$ cat src/rtl/alu_pkg.sv
// Shared ALU definitions: the sequential-shifter state encoding, the ALU width,
// and the shift-amount saturation helper.
package alu_pkg;

    localparam int unsigned ALU_WIDTH = 8;

    typedef enum logic [1:0] {
        StIdle,
        StShift,
        StDone
    } shift_state_e;

    // Clamp a shift amount so that anything at or beyond the width shifts everything out.
    function automatic int unsigned min_shift(input int unsigned b, input int unsigned width);
        return (b >= width) ? width : b;
    endfunction

endpackage

$ cat src/rtl/shift_left_sequential.sv
// Multi-cycle logical left shifter: one bit per clock, zero fill from the LSB,
// with a start/busy/done handshake and the last bit shifted out reported as carry.
module shift_left_sequential
    import alu_pkg::*;
#(
    parameter int unsigned WIDTH = ALU_WIDTH,
    parameter int unsigned CNT_W = $clog2(WIDTH + 1)
) (
    input  logic             clk,
    input  logic             rst,
    input  logic             start,
    input  logic [WIDTH-1:0] a,
    input  logic [WIDTH-1:0] b,
    output logic [WIDTH-1:0] r,
    output logic             carry,
    output logic             busy,
    output logic             done
);

    shift_state_e     state_q;
    logic [WIDTH-1:0] acc_q;
    logic [CNT_W-1:0] cnt_q;
    logic             carry_q;
    logic             busy_q;
    logic             done_q;

    logic [CNT_W-1:0] n_sat;
    logic             accept;

    assign n_sat  = CNT_W'(min_shift(32'(b), WIDTH));
    assign accept = start && (state_q == StIdle || state_q == StDone);

    always_ff @(posedge clk) begin
        if (rst) begin
            state_q <= StIdle;
            acc_q   <= '0;
            cnt_q   <= '0;
            carry_q <= 1'b0;
            busy_q  <= 1'b0;
            done_q  <= 1'b0;
        end else begin
            busy_q <= 1'b0;
            done_q <= 1'b0;
            unique case (state_q)
                StIdle, StDone: begin
                    if (accept) begin
                        acc_q   <= a;
                        carry_q <= 1'b0;
                        cnt_q   <= n_sat;
                        if (n_sat == '0) begin
                            state_q <= StDone;
                            done_q  <= 1'b1;
                        end else begin
                            state_q <= StShift;
                            busy_q  <= 1'b1;
                        end
                    end else begin
                        state_q <= StIdle;
                    end
                end
                StShift: begin
                    acc_q   <= {acc_q[WIDTH-2:0], 1'b0};
                    carry_q <= acc_q[WIDTH-1];
                    cnt_q   <= cnt_q - 1'b1;
                    if (cnt_q == CNT_W'(1)) begin
                        state_q <= StDone;
                        done_q  <= 1'b1;
                    end else begin
                        busy_q  <= 1'b1;
                    end
                end
                default: begin
                    state_q <= StIdle;
                end
            endcase
        end
    end

    assign r     = acc_q;
    assign carry = carry_q;
    assign busy  = busy_q;
    assign done  = done_q;

endmodule

$ cat config.mk
export PLATFORM = sky130hd
export DESIGN_NAME = shift_left_sequential
export DESIGN_NICKNAME = d
export VERILOG_FILES = /design/src/rtl/alu_pkg.sv /design/src/rtl/shift_left_sequential.sv
export SDC_FILE = /design/constraint.sdc
export NUM_CORES = 1
export LEC_CHECK = 0
export ABC_AREA = 1
export ABC_CLOCK_PERIOD_IN_PS = 2700
export CAP_MARGIN = 0
export CORE_AREA = 3 3 47 49
export CTS_BUF_LIST = sky130_fd_sc_hd__clkbuf_4
export DETAILED_ROUTE_END_ITERATION = 8
export DIE_AREA = 0 0 50 52
export PLACE_DENSITY = 0.8
export SLEW_MARGIN = 5
export SYNTH_ARGS = -nofsm -noshare
export SYNTH_HDL_FRONTEND = slang
export SYNTH_SLANG_ARGS = --single-unit
$ cat constraint.sdc
create_clock -name clk -period 2.7 [get_ports clk]
set_input_delay 0.54 -clock clk [delete_from_list [all_inputs] [get_ports clk]]
set_output_delay 0.54 -clock clk [all_outputs]
set_load 0.01 [all_outputs]
==> flow_summary.ini, run 1 <==
[clock_tree]
cts_tree = built
ctsHoldBuffers = 0
cts_buffer_depth = 2
cts_resized = 0
clock_latency_ns = 0.28
cts_buffers = 3
clock_sinks = 17
cts_root_buf = clkbuf_4
clkTransAtPathRegs_ns = 0.10
htreeDepth = 1
post-cts-setup-buffers = 0

[synthesis]
synth_fa_ha_area_frac = 0.0293
synth.cell_area_um2 = 853
ys_warn_count = 0
synth-compound-area-share = 0.161
syn_area_per_cell_um2 = 7.76
ys_async_sr_fraction = 0
ys_seq_area_frac = 0.399
synth_top_area_frac = 0.399
synth_top_cell_by_area = dfxtp_1
synth_xor_area_frac = 0.0103
synth_ff_type = dfxtp_1
synth-seq-cells = 17
syn_nets = 131
syn_inst = 110
ys_types = 24
synth_top_family_by_area = simple AND/OR/NAND/NOR gates
synth-simple-area-share = 0.306
synth_edf_count = 0
synth_area_leaders = dfxtp_1 (40%), o211ai_1 (6.2%), nand2_1 (5.7%)
synthMuxAreaShare = 0

[floorplan]
core-area_um2 = 1900
rows = 16
start_util = 0.449
die_w_um = 50
die_y_um = 52
fp.dieArea_um2 = 2600
ios = 30

[setup_path]
crit_path_end = r[0]
reg2reg_depth = 5
cp.arrival_ns = 1.20
cp-startpoint = r[0]$_SDFFE_PP0P_
cpMaxStageDelayCell = clkdlybuf4s50_1
startpoint_type = register
path_cells = clkdlybuf4s50_1
cpLargestDelayFamily = buffers and inverters
rr_endpoint = cnt_q[3]$_SDFFE_PP0P_
crit_fanout = 3
max_stage_delay_ns = 0.55
r2r-start = state_q[0]$_SDFFE_PP0N_
cp.required_ns = 2.16
end_kind = output port
cp.depth = 1
worst-r2r-setup-slack_ns = 1.43
path_class = register to output port
cp_num_buf_inv = 1

[route]
drtPass1Iterations = 4
wl_um = 1870
drc = 0
wl_per_cell_um = 11.2
postRouteAntennaNets = 0
drt_iter0_drc = 18
viasPerCell = 4.96
vias = 829

[outcome]
outcome = completed

[sta]
final.setup.tns_ns = 0
hold_viol_final = 0
fin_crit_sh = 0.643
rsz0062_at_grt = false
setup_viol = 0
slew_viol_final = 0
layout_min_cycle_time_ns = 1.74
worst_slew_pin_slew_ns = 0.352
clock_skew_ns = 0.00196
fmax_mhz = 576
maxSlewHeadroom = 0.765

[grt]
antenna_found_initial = 0
globalRouteTotalUtil = 0.147
grt_max_degree = 15
overflow = 0
first_global_vias = 754
grt_pass1_wl_um = 3040

[worst_hold_path]
hold_depth = 2
holdCritPathClass = register to register

[cells_and_area]
syn_to_final_growth_pct = 38.3
diodes = 0
layout_commonest_cell = clkdlybuf4s50_1
layout-drive-gt1-share = 0.114
final_area_um2 = 1180
final_cell_mix = clkdlybuf4s50_1 (29), dfxtp_1 (17), nand2_1 (13), nor2_1 (13), inv_1 (11)
final_nets = 162

[placement]
numPortBuffers = 29
gp_congestion = 0.710
postPlaceCellArea_um2 = 1150
post-dp-hpwl_um = 1470

[power_and_ir_drop]
p_per_area_nw_per_um2 = 523
power_leakage_nw = 0.465
ir_drop_mv = 0.268

[flow_run]
maxCapViolCount = 0
## cells in the mapped netlist (2+ instances only)
cell type and number:
dfxtp_1 17, nand2_1 13, nor2_1 13, inv_1 11, a21oi_1 9, nor3_1 8
nand3_1 7, o211ai_1 7, or2_1 5, buf_6 2, ha_1 2, nand2_4 2
o21ai_0 2, or2_2 2
## metrics by stage
stage	instances	utilization	worst slack [ns]	hold WS [ns]	total power, W
after global routing	167	0.620	0.922	0.516	0.000652
after global placement	163	0.605	1.01	0.457	0.000473
after detailed placement	163	0.605	0.937	0.466	0.000480
after CTS	167	0.620	0.956	0.482	0.000622
final	167	0.620	0.963	0.482	0.000617
after floorplan	110	-	1.46	0.469	0.000408
## kinds of logic (layout without fill, tap and decap cells)
| family | after synthesis | after routing |
|---|---|---|
| buf+inv | 16 | 46 |
| fa+ha+maj | 2 | 2 |
| simple gates | 53 | 53 |
| xor+xnor | 1 | 1 |
| flops | 17 | 17 |
| compound gates | 21 | 21 |
## final cells by class
type                       count  area [um2]
fill                         179         722
multi-input combinational     77         433
sequential                    17         340
timing repair buffer          30         298
inverter                      12        45.0
tap                           27        33.8
clock buffer                   4        30.0
## report_power, final
part	internal [W]	switching, W	total (W)
Combinational	0.0000922	0.0000868	0.000179
Clock	0.0000673	0.0000770	0.000144
Sequential	0.000276	0.0000175	0.000293
Total	0.000435	0.000181	0.000617
## layer usage
| metal | share of wire | global-route usage |
|---|---|---|
| met3 | 0.070 | 0.0344 |
| met2 | 0.49 | 0.265 |
| met1 | 0.44 | 0.172 |
| met4 | 0 | 0.0415 |
| met5 | 0 | 0 |
## state kept, by name (all words and copies together), names as in the netlist
register and flops:
carry 1, done 1, state_q 2, r 8, busy 1, cnt_q 4
## worst min-delay path by stage
| stage | from | endpoint | slack [ns] |
|---|---|---|---|
| 2_1_floorplan | cnt_q[3]$_SDFFE_PP0P_ | cnt_q[3]$_SDFFE_PP0P_ | 0.47 |
| 5_1_grt | carry$_SDFFE_PP0P_ | carry$_SDFFE_PP0P_ | 0.52 |
| 6_report | carry$_SDFFE_PP0P_ | carry$_SDFFE_PP0P_ | 0.48 |
| 3_3_place_gp | carry$_SDFFE_PP0P_ | carry$_SDFFE_PP0P_ | 0.46 |
| 3_5_place_dp | carry$_SDFFE_PP0P_ | carry$_SDFFE_PP0P_ | 0.47 |
| 4_1_cts | carry$_SDFFE_PP0P_ | carry$_SDFFE_PP0P_ | 0.48 |
## worst register-to-register path, cell delays in order, from the launching register on
cell     delay (ns)
dfxtp_1        0.37
nand2_2        0.20
inv_1          0.34
nand3_1        0.12
nand2_1        0.08
a21oi_1        0.05
Power figures use the tool's default switching activity.
==> run 2: changes to the inputs <==
- ABC_CLOCK_PERIOD_IN_PS: 2700 -> 1700
- CORE_AREA: 3 3 47 49 -> 3 3 48 50
- DIE_AREA: 0 0 50 52 -> 0 0 51 53
- PLACE_DENSITY: 0.8 -> 0.77
- clock period: 2.7 -> 1.7 ns (I/O delays scaled with it)
==> run 2 against run 1 <==
Net effect:
- clock-buffer cell count is 1 lower
- design area is 0.21% lower
- cell count stayed put
- global-route usage is 1.4 points higher
- via count is 0.60% higher
- hold slack worse by 0.013 ns
- critical path type unchanged
- critical endpoint is now r[7]
- largest power group unchanged
- highest routed layer is now met4
==> flow_summary.ini, run 2 (synthesis gave the netlist of run 1 again) <==
[outcome]
outcome = completed

[setup_path]
cp.arrival_ns = 1.21
rr_endpoint = cnt_q[3]$_SDFFE_PP0P_
worst-r2r-setup-slack_ns = 0.44
cpMaxStageDelayCell = clkdlybuf4s50_1
max_stage_delay_ns = 0.55
r2r-start = state_q[0]$_SDFFE_PP0N_
cp_num_buf_inv = 1
cp.required_ns = 1.36
reg2reg_depth = 5
path_cells = clkdlybuf4s50_1
startpoint_type = register
cpLargestDelayFamily = buffers and inverters
crit_fanout = 3
path_class = register to output port
end_kind = output port

[flow_run]
maxCapViolCount = 0

[floorplan]
core-area_um2 = 1940
ios = 30
start_util = 0.439
die_w_um = 51
fp.dieArea_um2 = 2700
die_y_um = 53
rows = 16

[cells_and_area]
syn_to_final_growth_pct = 38.0
final_area_um2 = 1180
final_cell_mix = clkdlybuf4s50_1 (29), dfxtp_1 (17), nand2_1 (13), nor2_1 (13), inv_1 (11)
layout_commonest_cell = clkdlybuf4s50_1
fillCellCount = 192
fin_cells = 167
final_nets = 162
largest_register_ffs = 8
layout-drive-gt1-share = 0.114
diodes = 0

[placement]
post-dp-hpwl_um = 1470
gp_congestion = 0.738
place_inst = 163
postPlaceCellArea_um2 = 1150
numPortBuffers = 29

[sta]
worst_slew_pin_slew_ns = 0.341
hold_viol_final = 0
fin_crit_sh = 0.915
rsz0062_at_grt = false
setup_viol = 0
final.setup.tns_ns = 0
layout_min_cycle_time_ns = 1.55
maxSlewHeadroom = 0.772
clock_skew_ns = 0.00176
fmax_mhz = 643
slew_viol_final = 0

[route]
wl_per_cell_um = 11.6
wl_um = 1930
drtPass1Iterations = 4
drc = 0
viasPerCell = 4.99
vias = 834
drt_iter0_drc = 5
postRouteAntennaNets = 0

[worst_hold_path]
holdCritPathClass = register to register
hold-path-endpoint = carry$_SDFFE_PP0P_
hold_depth = 2
min_from = carry$_SDFFE_PP0P_

[clock_tree]
cts_root_buf = clkbuf_4
ctsHoldBuffers = 0
post-cts-setup-buffers = 0
cts_tree = built
clock_sinks = 17
clock_latency_ns = 0.29
cts_buffers = 3
cts_buffer_depth = 2
cts_resized = 0
htreeDepth = 1
clkTransAtPathRegs_ns = 0.10

[power_and_ir_drop]
ir_drop_mv = 0.581
p_per_area_nw_per_um2 = 827
power_leakage_nw = 0.464

[grt]
globalRouteTotalUtil = 0.161
first_global_vias = 783
grt_pass1_wl_um = 3240
overflow = 0
grt_max_degree = 15
antenna_found_initial = 0
-- run 2: worst max-delay path by stage --
stage	cells past startpoint	slack, ns	to	start
after global placement	7	0.21	busy$_SDFF_PP0_	b[4]
final	1	0.15	r[7]	r[7]$_SDFFE_PP0P_
after global routing	1	0.08	r[6]	r[6]$_SDFFE_PP0P_
after CTS	1	0.13	r[6]	r[6]$_SDFFE_PP0P_
after detailed placement	7	0.14	busy$_SDFF_PP0_	b[4]
after floorplan	5	0.64	cnt_q[1]$_SDFFE_PP0P_	cnt_q[0]$_SDFFE_PP0P_
-- run 2: metrics by stage --
stage | util | hold slack [ns] | worst slack (ns) | total power (W)
finish | 0.606 | 0.469 | 0.145 | 0.000974
global route | 0.606 | 0.516 | 0.0795 | 0.00103
CTS | 0.606 | 0.473 | 0.127 | 0.000985
detailed placement | 0.592 | 0.457 | 0.141 | 0.000762
global placement | 0.592 | 0.449 | 0.211 | 0.000753
floorplan | - | 0.469 | 0.638 | 0.000648
-- run 2: report_power, final --
part	total, W	switching, W	internal (W)
Combinational	0.000284	0.000137	0.000147
Clock	0.000222	0.000134	0.0000876
Sequential	0.000468	0.0000300	0.000438
-- run 2: layout make-up --
| type | instances | area (um2) | area share |
|---|---|---|---|
| well taps | 27 | 33.8 | 0.0287 |
| inverters | 12 | 45.0 | 0.0383 |
| clock buffers | 3 | 22.5 | 0.0191 |
| multi-input cells | 77 | 433 | 0.368 |
| clock inverters | 1 | 5.00 | 0.00425 |
| flip-flops and latches | 17 | 340 | 0.289 |
| repair buffers | 30 | 298 | 0.253 |
-- run 2: layer usage --
metal,global-route usage,routed length (um),up-vias
met4,0.0807,26,0
met2,0.283,931,28
met5,0,0,-
li1,-,-,423
met3,0.0423,131,4
met1,0.177,840,379
